File: config.mk
export PLATFORM = sky130hd
export DESIGN_NAME = stream_rr_arbiter
export DESIGN_NICKNAME = d
export VERILOG_FILES = /design/src/rtl/stream_rr_arbiter.sv
export SDC_FILE = /design/constraint.sdc
export NUM_CORES = 1
export LEC_CHECK = 0
export BUFFER_PORTS_ARGS = -buffer_cell sky130_fd_sc_hd__buf_2
export CAP_MARGIN = 20
export CORE_MARGIN = 1.5
export CORE_UTILIZATION = 45
export CTS_CLUSTER_DIAMETER = 150
export CTS_CLUSTER_SIZE = 30
export DETAILED_ROUTE_END_ITERATION = 10
export PLACE_DENSITY = 0.8
export SYNTH_ARGS = -nofsm -noshare
export SYNTH_HDL_FRONTEND = slang
export SYNTH_SLANG_ARGS = --single-unit
File: constraint.sdc
create_clock -name clk_i -period 2.9 [get_ports clk_i]
set_clock_uncertainty 0.2 [all_clocks]
set_input_delay 0.435 -clock clk_i [delete_from_list [all_inputs] [get_ports clk_i]]
set_output_delay 0.435 -clock clk_i [all_outputs]
set_load 0.005 [all_outputs]
File: src/rtl/stream_rr_arbiter.sv
// Packet-level round-robin arbiter: N ready/valid requesters share one registered
// output stream; a grant is held from the first beat until the beat carrying last.
module stream_rr_arbiter #(
  parameter int N_INPUTS   = 4,
  parameter int DATA_WIDTH = 8,
  parameter int ID_WIDTH   = (N_INPUTS > 1) ? $clog2(N_INPUTS) : 1
) (
  input  logic                           clk_i,
  input  logic                           rst_ni,
  input  logic [N_INPUTS*DATA_WIDTH-1:0] s_data_i,
  input  logic [N_INPUTS-1:0]            s_valid_i,
  input  logic [N_INPUTS-1:0]            s_last_i,
  output logic [N_INPUTS-1:0]            s_ready_o,
  output logic [DATA_WIDTH-1:0]          m_data_o,
  output logic                           m_last_o,
  output logic [ID_WIDTH-1:0]            m_id_o,
  output logic                           m_valid_o,
  input  logic                           m_ready_i
);

  typedef enum logic {IDLE = 1'b0, LOCKED = 1'b1} state_e;

  state_e                  state_q, state_d;
  logic [ID_WIDTH-1:0]     grant_q, grant_d;
  logic [ID_WIDTH-1:0]     rr_ptr_q, rr_ptr_d;
  logic                    full_q, full_d;
  logic [DATA_WIDTH-1:0]   data_q, data_d;
  logic                    last_q, last_d;
  logic [ID_WIDTH-1:0]     id_q, id_d;

  logic [ID_WIDTH-1:0]     pick, idx_w;
  logic                    found;
  logic                    slot_open, xfer, gnt_last;
  logic [DATA_WIDTH-1:0]   gnt_data;

  // The slot can take a beat when empty or when it drains this same cycle.
  assign slot_open = ~full_q | m_ready_i;
  assign gnt_data  = s_data_i[int'(grant_q)*DATA_WIDTH +: DATA_WIDTH];
  assign gnt_last  = s_last_i[grant_q];
  assign xfer      = |(s_ready_o & s_valid_i);

  // First requester at or after rr_ptr, wrapping modulo N_INPUTS.
  always_comb begin
    pick  = rr_ptr_q;
    found = 1'b0;
    idx_w = '0;
    for (int i = 0; i < N_INPUTS; i++) begin
      idx_w = ID_WIDTH'((int'(rr_ptr_q) + i) % N_INPUTS);
      if (!found && s_valid_i[idx_w]) begin
        pick  = idx_w;
        found = 1'b1;
      end
    end
  end

  always_ff @(posedge clk_i or negedge rst_ni) begin
    if (!rst_ni) state_q <= IDLE;
    else         state_q <= state_d;
  end

  always_comb begin
    state_d = state_q;
    case (state_q)
      IDLE:    if (|s_valid_i) state_d = LOCKED;
      LOCKED:  if (xfer && gnt_last) state_d = IDLE;
      default: state_d = IDLE;
    endcase
  end

  // Ready only to the granted input; no path from any s_valid_i bit.
  always_comb begin
    s_ready_o = '0;
    if (state_q == LOCKED) s_ready_o[grant_q] = slot_open;
    m_valid_o = full_q;
    m_data_o  = data_q;
    m_last_o  = last_q;
    m_id_o    = id_q;
  end

  always_comb begin
    grant_d  = grant_q;
    rr_ptr_d = rr_ptr_q;
    full_d   = full_q;
    data_d   = data_q;
    last_d   = last_q;
    id_d     = id_q;
    if (state_q == IDLE && |s_valid_i) grant_d = pick;
    if (xfer) begin
      full_d = 1'b1;
      data_d = gnt_data;
      last_d = gnt_last;
      id_d   = grant_q;
      if (gnt_last)
        rr_ptr_d = (grant_q == ID_WIDTH'(N_INPUTS - 1)) ? '0 : grant_q + 1'b1;
    end else if (m_ready_i) begin
      full_d = 1'b0;
    end
  end

  always_ff @(posedge clk_i or negedge rst_ni) begin
    if (!rst_ni) begin
      grant_q  <= '0;
      rr_ptr_q <= '0;
      full_q   <= 1'b0;
      data_q   <= '0;
      last_q   <= 1'b0;
      id_q     <= '0;
    end else begin
      grant_q  <= grant_d;
      rr_ptr_q <= rr_ptr_d;
      full_q   <= full_d;
      data_q   <= data_d;
      last_q   <= last_d;
      id_q     <= id_d;
    end
  end

endmodule
==> results.sh <==
export IMPL_syn_nets=133
export IMPL_r2r_cells=6
export IMPL_status="finished, final reports clean"
export IMPL_hold_viol_final=0
export IMPL_gp_congestion=0.805
export IMPL_cp_depth=6
export IMPL_report_final_setup_viol=0
export IMPL_die_w_um=53.4
export IMPL_final_cell_mix="58 x buf_2, 17 x dfrtp_1, 9 x mux4_2"
export IMPL_worstHoldPathType="reg2reg"
export IMPL_cts_root_buf="clkbuf_4"
export IMPL_ys_ff_latch=17
export IMPL_remaining_drc_errors=0
export IMPL_crit_start="grant_q[1]"
export IMPL_drive_gt1_share_pct=59.6
export IMPL_synth_warnings=0
export IMPL_grt_pass1_wl_um=4000
export IMPL_clock_power_share_pct=8.9
export IMPL_netlist_instances=86
export IMPL_post_drt_wl_per_cell_um=15.4
export IMPL_die_h_um=53.4
export IMPL_worstPathBufferInverterCount=1
export IMPL_syn2layout_area_growth_pct=29.5
export IMPL_whs_ns=0.286
export IMPL_ios=59
export IMPL_dp_cells=171
export IMPL_first_pass_iters=4
export IMPL_crit_end="rr_ptr_q[1]"
export IMPL_cts_resized=0
export IMPL_clk_latency_ns=0.29
export IMPL_start_util_pct=47.0
export IMPL_setup_slack_ns=0.408
export IMPL_postRouteAntennaNets=0
export IMPL_slew_headroom_pct=61.8
export IMPL_total_power_mw=1.42
export IMPL_cts_buffers=3
export IMPL_syn_area_per_cell_um2=13.3
export IMPL_fp_dieArea_um2=2850
export IMPL_combPwrFrac_pct=57.8
export IMPL_clock_fmax_mhz=401
export IMPL_r2r_end="rr_ptr_q[1]"
export IMPL_diodes=0
export IMPL_cp_slowest_cell="dfrtp_1"
export IMPL_finalCritPeriodShare_pct=85.9
export IMPL_yosysTopAreaCell="dfrtp_1"
export IMPL_antenna_found_initial=0
export IMPL_final_common_cell="buf_2"
export IMPL_critical_path_reg2reg_startpoint="grant_q[1]"
export IMPL_worstMarginPinSlew_ns=0.570
export IMPL_pwr_share_seq_pct=33.3
export IMPL_grt_pass1_vias=875
export IMPL_cts_max_level=1
export IMPL_syn_area_um2=1140
export IMPL_final_max_slew_violation_count=0
export IMPL_grtUsageTotal_pct=20.0
export IMPL_via_per_inst=5.45
export IMPL_vias=959
export IMPL_cp_arrival_ns=2.48
export IMPL_path_delay_family="compound AO/OA/AOI/OAI gates"
export IMPL_fin_nets=194
export IMPL_r2r_setup_slack_ns=0.41
export IMPL_layout_min_cycle_time_ns=2.49
export IMPL_cts_sinks=17
export IMPL_slowest_delay_ns=0.64
export IMPL_stdcell_area_um2=1480
export IMPL_place_area_um2=1440
export IMPL_post_route_util_pct=60.8
export IMPL_gr_total_overflow=0
export IMPL_p_switching_uw=518
export IMPL_clock_path_buffers=2
export IMPL_ir_drop_uv=618
export IMPL_path_cells="inv_1, ha_1, a22o_4, o211ai_4, nor2b_4, mux2_4"
export IMPL_rsz0062_at_grt="no"
export IMPL_start_kind="flop"
export IMPL_drt_initial_drc_count=6
export IMPL_synth_area_leaders="dfrtp_1 37%, mux4_2 18%, mux2_4 7.9%"
export IMPL_crit_path_end_kind="flop"
export IMPL_crit_fanout=15
export IMPL_rows=18
export IMPL_core_area_um2=2430
export IMPL_power_internal_uw=898
export IMPL_criticalPathCategory="reg2reg"
export IMPL_routed_wl_um=2720
export IMPL_drv_cap=0
export IMPL_powerDensity_nw_per_um2=958
export IMPL_clkTransAtPathRegs_ns=0.10
export IMPL_fin_cells=176
export IMPL_cts_tree="yes"
export IMPL_place_hpwl_um=2280
export IMPL_synth_seq_area_share_pct=37.2
export IMPL_p_sw_share_pct=36.6
export IMPL_worstPathRequired_ns=2.89
export IMPL_grt_max_degree=18
export IMPL_p_leak_nw=0.751
export IMPL_fill_cells=217
export IMPL_tns_ns=0
export IMPL_port_buffers=58
export IMPL_post_place_ws_ns=0.402
export IMPL_synth_cell_types=29
export IMPL_synth_top_area_share_pct=37.2
## worst register-to-register path, delay by kind of cell, from the launching register on
| family | cells | cell delay [ns] |
|---|---|---|
| AOI/OAI and AO/OA | 2 | 0.72 |
| muxes | 1 | 0.31 |
| buffers and inverters | 1 | 0.17 |
| adders and majority gates | 1 | 0.24 |
| DFF | 1 | 0.64 |
| and+or+nand+nor | 1 | 0.11 |
## kinds of logic (layout without fill, tap and decap cells)
family          after synthesis  count (layout)  synth area share [%]
mux                          22              22                  32.3
buf+inv                       7              67                  4.16
simple gates                 20              20                  10.4
flops                        17              17                  37.2
fa+ha+maj                     4               4                  4.38
compound gates               16              16                  11.5
## synth_stat cells
| cell type | instances |
|---|---|
| dfrtp_1 | 17 |
| mux4_2 | 9 |
| mux2_4 | 6 |
| mux2_2 | 5 |
| and3_1 | 4 |
| ha_1 | 4 |
| nand2_1 | 4 |
| nor2_1 | 4 |
| nor2b_1 | 4 |
| o21ai_0 | 4 |
| inv_1 | 3 |
| a21o_1 | 2 |
| a21oi_1 | 2 |
| buf_2 | 2 |
| mux2i_1 | 2 |
| a22o_1 | 1 |
| a22o_4 | 1 |
| a2bb2oi_1 | 1 |
| a31oi_1 | 1 |
| and4bb_2 | 1 |
| buf_6 | 1 |
| buf_8 | 1 |
| nand2b_1 | 1 |
| nor2b_4 | 1 |
| nor4_1 | 1 |
| o211ai_4 | 1 |
| o221ai_1 | 1 |
| o22ai_1 | 1 |
| o311ai_0 | 1 |
## worst min path at each step
stage                     slack [ns]  startpoint           to  cells after the start
after floorplan                -0.06      rst_ni   grant_q[0]                      0
after global placement          0.16      rst_ni  m_data_o[2]                      1
after detailed placement        0.17      rst_ni  m_data_o[2]                      1
after CTS                       0.29    m_last_o     m_last_o                      1
after global routing            0.31    m_last_o     m_last_o                      1
final                           0.29   m_id_o[1]    m_id_o[1]                      2
## sequential cells by signal, indices dropped and copies added (netlist names)
register and count:
state_q 1, m_data_o 8, rr_ptr_q 2, grant_q 2
m_valid_o 1, m_last_o 1, m_id_o 2
## power by group through the flow
stage	Clock [mW]	Sequential, mW	Combinational (mW)
finish	0.125	0.472	0.819
global route	0.148	0.491	0.895
CTS	0.130	0.473	0.830
detailed placement	0	0.477	0.828
global placement	0	0.469	0.789
floorplan	0	0.446	0.629
## metal layers
metal  share of wire, %  global-route usage [%]  up-vias  wire length [um]
li1                   -                       -      448                 -
met1                 38                    22.8      473              1020
met2                 58                    36.8       36              1560
met3                4.3                    5.37        2               117
met4               0.52                    3.85        0                14
met5                  0                       0        -                 0
## final cells by class
class | instances | area (um^2) | share of cell area, %
clock inverter | 1 | 5.00 | 0.338
inverter | 3 | 11.3 | 0.761
clock buffer | 3 | 22.5 | 1.52
timing repair buffer | 60 | 308 | 20.8
tap | 30 | 37.5 | 2.54
multi-input combinational | 62 | 669 | 45.3
sequential | 17 | 425 | 28.8
## what timing repair did
| item | CTS | global route |
|---|---|---|
| setup buffers | 0 | 0 |
| endpoints found under the hold margin | 17 | 0 |
| hold buffers | 1 | 0 |
Note: power is estimated with default switching activity, not from simulation.
